`config.mk`:
```
export PLATFORM = sky130hd
export DESIGN_NAME = param_sync_fifo_flat
export DESIGN_NICKNAME = d
export VERILOG_FILES = /design/src/rtl/param_sync_fifo_pkg.sv /design/src/rtl/param_sync_fifo_if.sv /design/src/rtl/param_sync_fifo_mem.sv /design/src/rtl/param_sync_fifo.sv /design/src/flat_wrapper.sv
export SDC_FILE = /design/constraint.sdc
export NUM_CORES = 1
export LEC_CHECK = 0
export CELL_PAD_IN_SITES_DETAIL_PLACEMENT = 1
export CELL_PAD_IN_SITES_GLOBAL_PLACEMENT = 1
export CORE_MARGIN = 1.5
export CORE_UTILIZATION = 44
export CTS_CLUSTER_SIZE = 12
export DETAILED_ROUTE_END_ITERATION = 10
export PLACE_DENSITY = 0.7
export SYNTH_ARGS = -nofsm -noshare
export SYNTH_HDL_FRONTEND = slang
export SYNTH_SLANG_ARGS = --single-unit
```
`constraint.sdc`:
```
create_clock -name clk -period 4.6 [get_ports clk]
set_input_delay 0.46 -clock clk [delete_from_list [all_inputs] [get_ports clk]]
set_output_delay 0.46 -clock clk [all_outputs]
set_load 0.03 [all_outputs]
```
`src/rtl/param_sync_fifo_pkg.sv`:
```
// Shared constants and elaboration helpers for the param_sync_fifo buffer.
package param_sync_fifo_pkg;

  localparam int DEF_DATA_WIDTH = 8;
  localparam int DEF_ADDR_WIDTH = 6;
  localparam int DEF_AF_THRESH  = 56;
  localparam int DEF_AE_THRESH  = 8;

  function automatic int calc_depth(input int addr_width);
    return 1 << addr_width;
  endfunction

  // Thresholds must satisfy 0 <= ae < af <= depth.
  function automatic bit thresh_ok(input int ae, input int af, input int depth);
    return (ae >= 0) && (ae < af) && (af <= depth);
  endfunction

endpackage

```
`src/rtl/param_sync_fifo_if.sv`:
```
// Producer/consumer bus of param_sync_fifo; slave is the FIFO side, master the user side.
// Handshake: a write is taken at the edge where wr_en is high and the FIFO is not full (or is full
// with rd_en also high); a read is taken where rd_en is high and the FIFO is not empty.
interface param_sync_fifo_if
  import param_sync_fifo_pkg::*;
#(
  parameter int DATA_WIDTH = DEF_DATA_WIDTH,
  parameter int ADDR_WIDTH = DEF_ADDR_WIDTH
);
  logic                  wr_en;
  logic                  rd_en;
  logic [DATA_WIDTH-1:0] buf_in;
  logic                  clr_err;
  logic [DATA_WIDTH-1:0] buf_out;
  logic                  rd_valid;
  logic [ADDR_WIDTH:0]   fifo_counter;
  logic                  buf_empty;
  logic                  buf_full;
  logic                  almost_full;
  logic                  almost_empty;
  logic                  overflow;
  logic                  underflow;

  modport slave (
    input  wr_en, rd_en, buf_in, clr_err,
    output buf_out, rd_valid, fifo_counter, buf_empty, buf_full,
           almost_full, almost_empty, overflow, underflow
  );

  modport master (
    output wr_en, rd_en, buf_in, clr_err,
    input  buf_out, rd_valid, fifo_counter, buf_empty, buf_full,
           almost_full, almost_empty, overflow, underflow
  );
endinterface

```
`src/rtl/param_sync_fifo_mem.sv`:
```
// Storage array of param_sync_fifo: synchronous write, registered read (async read when
// PARAM_SYNC_FIFO_FWFT_EN is defined).
module param_sync_fifo_mem
  import param_sync_fifo_pkg::*;
#(
  parameter int DATA_WIDTH = DEF_DATA_WIDTH,
  parameter int ADDR_WIDTH = DEF_ADDR_WIDTH
) (
  input  logic                  clk,
`ifndef PARAM_SYNC_FIFO_FWFT_EN
  input  logic                  rst,
  input  logic                  i_rd_en,
`endif
  input  logic                  i_wr_en,
  input  logic [ADDR_WIDTH-1:0] i_wr_addr,
  input  logic [DATA_WIDTH-1:0] i_wr_data,
  input  logic [ADDR_WIDTH-1:0] i_rd_addr,
  output logic [DATA_WIDTH-1:0] o_rd_data
);
  localparam int DEPTH = calc_depth(ADDR_WIDTH);

  logic [DATA_WIDTH-1:0] r_mem [DEPTH];

  always_ff @(posedge clk) begin
    if (i_wr_en) r_mem[i_wr_addr] <= i_wr_data;
  end

`ifdef PARAM_SYNC_FIFO_FWFT_EN
  assign o_rd_data = r_mem[i_rd_addr];
`else
  logic [DATA_WIDTH-1:0] r_rd_data;

  // Reading before the same-edge write lands means a full-FIFO pass returns the old word.
  always_ff @(posedge clk) begin
    if (rst)          r_rd_data <= '0;
    else if (i_rd_en) r_rd_data <= r_mem[i_rd_addr];
  end

  assign o_rd_data = r_rd_data;
`endif
endmodule

```
`src/rtl/param_sync_fifo.sv`:
```
// Single-clock FIFO with almost flags and sticky error flags.
// PARAM_SYNC_FIFO_FWFT_EN selects first-word-fall-through reads; default is one-cycle read latency.
module param_sync_fifo
  import param_sync_fifo_pkg::*;
#(
  parameter int DATA_WIDTH = DEF_DATA_WIDTH,
  parameter int ADDR_WIDTH = DEF_ADDR_WIDTH,
  parameter int AF_THRESH  = DEF_AF_THRESH,
  parameter int AE_THRESH  = DEF_AE_THRESH
) (
  input logic               clk,
  input logic               rst,
  param_sync_fifo_if.slave  bus
);
  localparam int DEPTH = calc_depth(ADDR_WIDTH);
  localparam logic [ADDR_WIDTH:0]   C_DEPTH  = (ADDR_WIDTH+1)'(DEPTH);
  localparam logic [ADDR_WIDTH:0]   C_AF     = (ADDR_WIDTH+1)'(AF_THRESH);
  localparam logic [ADDR_WIDTH:0]   C_AE     = (ADDR_WIDTH+1)'(AE_THRESH);
  localparam logic [ADDR_WIDTH:0]   C_CNT_1  = (ADDR_WIDTH+1)'(1);
  localparam logic [ADDR_WIDTH-1:0] C_PTR_1  = ADDR_WIDTH'(1);

  if (!thresh_ok(AE_THRESH, AF_THRESH, DEPTH)) begin : g_bad_thresh
    $error("param_sync_fifo: illegal AE_THRESH/AF_THRESH for DEPTH");
  end

  logic [ADDR_WIDTH:0]   r_count;
  logic [ADDR_WIDTH:0]   w_count_next;
  logic [ADDR_WIDTH-1:0] r_wr_ptr;
  logic [ADDR_WIDTH-1:0] r_rd_ptr;
  logic                  r_overflow;
  logic                  r_underflow;
  logic                  w_empty;
  logic                  w_full;
  logic                  w_rd_ok;
  logic                  w_wr_ok;
  logic [DATA_WIDTH-1:0] w_rd_data;

  assign w_empty = (r_count == '0);
  assign w_full  = (r_count == C_DEPTH);
  assign w_rd_ok = bus.rd_en & ~w_empty;
  assign w_wr_ok = bus.wr_en & (~w_full | bus.rd_en);

  always_comb begin
    w_count_next = r_count;
    case ({w_wr_ok, w_rd_ok})
      2'b10:   w_count_next = r_count + C_CNT_1;
      2'b01:   w_count_next = r_count - C_CNT_1;
      default: w_count_next = r_count;
    endcase
  end

  always_ff @(posedge clk) begin
    if (rst) begin
      r_count  <= '0;
      r_wr_ptr <= '0;
      r_rd_ptr <= '0;
    end else begin
      r_count <= w_count_next;
      if (w_wr_ok) r_wr_ptr <= r_wr_ptr + C_PTR_1;
      if (w_rd_ok) r_rd_ptr <= r_rd_ptr + C_PTR_1;
    end
  end

  // A new error in the same cycle as clr_err keeps the flag set.
  always_ff @(posedge clk) begin
    if (rst) begin
      r_overflow  <= 1'b0;
      r_underflow <= 1'b0;
    end else begin
      if (bus.wr_en & ~w_wr_ok) r_overflow <= 1'b1;
      else if (bus.clr_err)     r_overflow <= 1'b0;
      if (bus.rd_en & ~w_rd_ok) r_underflow <= 1'b1;
      else if (bus.clr_err)     r_underflow <= 1'b0;
    end
  end

  param_sync_fifo_mem #(
    .DATA_WIDTH (DATA_WIDTH),
    .ADDR_WIDTH (ADDR_WIDTH)
  ) u_fifo_mem (
    .clk       (clk),
`ifndef PARAM_SYNC_FIFO_FWFT_EN
    .rst       (rst),
    .i_rd_en   (w_rd_ok & ~rst),
`endif
    .i_wr_en   (w_wr_ok & ~rst),
    .i_wr_addr (r_wr_ptr),
    .i_wr_data (bus.buf_in),
    .i_rd_addr (r_rd_ptr),
    .o_rd_data (w_rd_data)
  );

`ifdef PARAM_SYNC_FIFO_FWFT_EN
  assign bus.rd_valid = ~w_empty;
`else
  logic r_rd_valid;

  always_ff @(posedge clk) begin
    if (rst) r_rd_valid <= 1'b0;
    else     r_rd_valid <= w_rd_ok;
  end

  assign bus.rd_valid = r_rd_valid;
`endif

  assign bus.buf_out      = w_rd_data;
  assign bus.fifo_counter = r_count;
  assign bus.buf_empty    = w_empty;
  assign bus.buf_full     = w_full;
  assign bus.almost_full  = (r_count >= C_AF);
  assign bus.almost_empty = (r_count <= C_AE);
  assign bus.overflow     = r_overflow;
  assign bus.underflow    = r_underflow;
endmodule

```
`src/flat_wrapper.sv`:
```
// flat-port wrapper written by rule: the top's interface ports become plain ports
module param_sync_fifo_flat import param_sync_fifo_pkg::*;
#(
  parameter int DATA_WIDTH = DEF_DATA_WIDTH,
  parameter int ADDR_WIDTH = DEF_ADDR_WIDTH,
  parameter int AF_THRESH  = DEF_AF_THRESH,
  parameter int AE_THRESH  = DEF_AE_THRESH
)
  (clk, rst, bus_wr_en, bus_rd_en, bus_buf_in, bus_clr_err, bus_buf_out, bus_rd_valid, bus_fifo_counter, bus_buf_empty, bus_buf_full, bus_almost_full, bus_almost_empty, bus_overflow, bus_underflow);
  param_sync_fifo_if #(.DATA_WIDTH(DATA_WIDTH), .ADDR_WIDTH(ADDR_WIDTH)) bus_i ();
  input logic clk;
  input logic rst;
  input wire logic [$bits(bus_i.wr_en)-1:0] bus_wr_en;
  input wire logic [$bits(bus_i.rd_en)-1:0] bus_rd_en;
  input wire logic [$bits(bus_i.buf_in)-1:0] bus_buf_in;
  input wire logic [$bits(bus_i.clr_err)-1:0] bus_clr_err;
  output wire logic [$bits(bus_i.buf_out)-1:0] bus_buf_out;
  output wire logic [$bits(bus_i.rd_valid)-1:0] bus_rd_valid;
  output wire logic [$bits(bus_i.fifo_counter)-1:0] bus_fifo_counter;
  output wire logic [$bits(bus_i.buf_empty)-1:0] bus_buf_empty;
  output wire logic [$bits(bus_i.buf_full)-1:0] bus_buf_full;
  output wire logic [$bits(bus_i.almost_full)-1:0] bus_almost_full;
  output wire logic [$bits(bus_i.almost_empty)-1:0] bus_almost_empty;
  output wire logic [$bits(bus_i.overflow)-1:0] bus_overflow;
  output wire logic [$bits(bus_i.underflow)-1:0] bus_underflow;
  assign bus_i.wr_en = bus_wr_en;
  assign bus_i.rd_en = bus_rd_en;
  assign bus_i.buf_in = bus_buf_in;
  assign bus_i.clr_err = bus_clr_err;
  assign bus_buf_out = bus_i.buf_out;
  assign bus_rd_valid = bus_i.rd_valid;
  assign bus_fifo_counter = bus_i.fifo_counter;
  assign bus_buf_empty = bus_i.buf_empty;
  assign bus_buf_full = bus_i.buf_full;
  assign bus_almost_full = bus_i.almost_full;
  assign bus_almost_empty = bus_i.almost_empty;
  assign bus_overflow = bus_i.overflow;
  assign bus_underflow = bus_i.underflow;
  param_sync_fifo #(.DATA_WIDTH(DATA_WIDTH), .ADDR_WIDTH(ADDR_WIDTH), .AF_THRESH(AF_THRESH), .AE_THRESH(AE_THRESH)) u_core (.clk(clk), .rst(rst), .bus(bus_i));
endmodule
```
==> summary.txt <==
Layout
  – Area delta synth->final: 12.14%
  – # nets final: about 1200
  – Core Util, Final: 50.08%
  – Most common cell after layout, fill and taps aside: edfxtp_1
  – # diodes: 0
  – Layout cells sized above 1: 17.82%
  – Final design instance area without fill: 0.02396 mm2
  – Most frequent cells in the layout: edfxtp_1 (512), mux4_2 (93), nor2_1 (91)

Global route
  – Largest net degree at the start of global routing: 65
  – Gr ovfl total: 0
  – Initial antenna violation count: 0
  – GRT Overall Usage: 21.14%
  – First-pass GRT wire length: 76.73 mm
  – Vias in the first global route: 11510

Floorplanning
  – Die height: ~220 um
  – Initial Util: 44.65%
  – Rows: 80
  – Die area: 0.04989 mm2
  – Die X-Extent: 223.4 um
  – Io pins: 35
  – Area of the core: 0.04785 mm2

Min path
  – Min-delay src: u_core.bus.overflow
  – Min-Delay Path Class: flop to flop
  – Hold Path End: u_core.bus.overflow
  – Worst Hold Depth: 2

Setup path
  – Critical path data arrival time: 4.14 ns
  – Reg2Reg Capture Point: u_core.bus.fifo_counter[6]
  – Worst reg-to-reg setup slack: 0.95 ns
  – Crit path kind: flop to flop
  – CP max FO: 8
  – Worst Reg-to-Reg Cells: 11
  – Reg2reg start: u_core.bus.fifo_counter[0]
  – CP Launch Type: flop
  – Worst path required time: 5.09 ns
  – Worst setup EP type: flop

Logic synthesis
  – Distinct cell type count after synthesis: 54
  – Post-synth top area share: a little under three quarters
  – Ys async rst share: 0%
  – Sequential share of the synthesized area: 74.77%
  – Post-synth EDFFs: 512
  – Flops & latches, synth: roughly 540
  – Main synth FF type: edfxtp_1
  – Area of the mapped netlist: 0.02137 mm2
  – Top cells by area, synth: edfxtp_1 (72%), mux4_2 (9.8%), mux2i_1 (4.1%)
  – Avg Synthesized Cell Area: 18.99 um2
  – Syn Nets: 1147
  – Cell taking the most area after synthesis: edfxtp_1
  – Post-synthesis cell count: about 1100
  – Synth Warn #: 0

CTS
  – Cts-stage hold buffer count: 0
  – CTS tree: yes
  – Clk_lat worst skew: 0.62 ns
  – H-tree levels: 2
  – Clock buffer depth: 3
  – Resize count post-CTS: 0
  – Worst-path clk slew: 0.06 ns
  – CTS Buf Count: 54
  – Clk sinks: between 500 and 600
  – Root Buffer Master: clkbuf_16
  – Post-CTS Repair Setup Buffers: 0

Routing
  – Post-route ant nets: 0
  – Starting DRT DRC Count: 874
  – DR WL/cell: 27.94 um
  – Post-Route WL: between 50 and 60 mm
  – DR DRC count: 0
  – Number of vias per cell: slightly below 6
  – Pre-antenna DRT Iters: 7
  – Vias: between 10000 and 15000

Timing
  – Setup-failing EPs final: 0
  – Fin. max-slew vios: 0
  – Minimum clock period: 3.651 ns
  – Slew Limit Headroom: around 39%
  – Fmax: 273.9 MHz
  – Worst-Margin Slew: 0.9113 ns
  – Worst Slack Setup Final: 0.9494 ns
  – Clock Skew: 0.02891 ns
  – Final Hold Viols: 0
  – Setup TNS: 0 ns
  – RSZ-0062 raised after global routing: no
  – Period Utilization, post-route: 79.36%

Placement
  – Detailed placer's ending HPWL: 30.60 mm
  – Placed Area: between 0.02 and 0.025 mm2
  – Placer congestion estimate: 0.8088
  – Pre-CTS setup slack: 0.7560 ns
  – Port-buffer cells: 34

Outcome
  – Outcome: finished, final reports clean

Power
  – Max VDD drop: around 300 uV
  – Pwr per Cell Area: between 400 and 500 mW/mm2
  – Leak: approximately 7.3 nW
  – Final Power: about 0.012 W

Run
  – Max-cap violations: 0
==> synth_stat cells (4+ instances only) <==
cell type,n
nor2_1,91
nor2b_1,9
inv_1,7
nand4_1,4
o221ai_1,16
a32oi_1,11
ha_1,8
dfxtp_1,30
edfxtp_1,512
a21oi_1,27
nand2_1,31
mux2i_1,88
nand3_1,11
buf_6,9
o22ai_1,15
nand3b_1,5
xor2_1,8
buf_4,8
mux4_2,93
buf_1,8
buf_2,14
o21ai_0,14
nor3_1,4
clkbuf_1,24
a22oi_1,9
a211oi_1,16
==> through the flow <==
| stage | instances | hold slack, ns |
|---|---|---|
| 2_1_floorplan | 1125 | 0.4923 |
| 3_3_place_gp | 1743 | 0.4600 |
| 3_5_place_dp | 1743 | 0.4682 |
| 4_1_cts | 1833 | 0.4574 |
| 5_1_grt | 1833 | 0.5072 |
| 6_report | 1833 | 0.4758 |
==> layer usage <==
metal	wire length, um	track usage (%)
met1	21870	29.32
met2	24810	34.10
met3	3034	3.411
met4	1502	7.585
met5	0	0
==> critical path, stage by stage (launching register included) <==
cell and delay, ns:
dfxtp_1 0.36, nor4_1 0.50, a41oi_2 0.34, inv_1 0.24, ha_1 0.38, ha_1 0.33
nor2b_1 0.16, o21ai_1 0.15, a21boi_0 0.16, or4_1 0.48, nand3_1 0.11, mux2_2 0.33
==> area by class of cell <==
cell class,count,area [um2]
Fill cell,4372,23890
Sequential cell,542,15990
Multi-Input combinational cell,511,4991
Clock buffer,78,1481
Tap cell,615,769.5
Timing Repair Buffer,67,598.1
Clock inverter,12,102.6
Inverter,8,30.03
==> worst max path at each step <==
stage / start / endpoint / slack (ns) / depth (start not counted)
after floorplan: u_core.bus.fifo_counter[0] / u_core.bus.fifo_counter[6] / 1.04 / 12
after global placement: bus_rd_en / u_core.bus.fifo_counter[6] / 0.83 / 12
after detailed placement: bus_rd_en / u_core.bus.fifo_counter[6] / 0.76 / 12
after CTS: u_core.bus.fifo_counter[0] / u_core.bus.fifo_counter[6] / 0.95 / 11
after global routing: u_core.bus.fifo_counter[0] / u_core.bus.fifo_counter[6] / 0.71 / 11
final: u_core.bus.fifo_counter[0] / u_core.bus.fifo_counter[6] / 0.95 / 11
==> power by group <==
group | switching, W | internal [W] | leakage (nW)
Sequential | 0.000205 | 0.00548 | 4.85
Clock | 0.00180 | 0.00227 | 0.768
Combinational | 0.00102 | 0.000843 | 1.67
==> registers in the layout, summed over array words and instances (netlist names) <==
signal	flops
u_core.r_rd_ptr	6
u_core.bus.rd_valid	1
u_core.bus.overflow	1
u_core.bus.fifo_counter	7
u_core.u_fifo_mem.o_rd_data	8
u_core.bus.underflow	1
u_core.r_wr_ptr	6
u_core.u_fifo_mem.r_mem	512
==> cell families after synthesis <==
family,count (synthesis),synth area share [%]
AOI/OAI and AO/OA,128,4.158
muxes,185,14.35
and+or+nand+nor,178,3.830
DFF,542,74.77
buffers and inverters,72,1.880
xor gates and xnor gates,11,0.4510
adders and majority gates,9,0.5622
No activity file was read; power rests on OpenSTA's default activity.
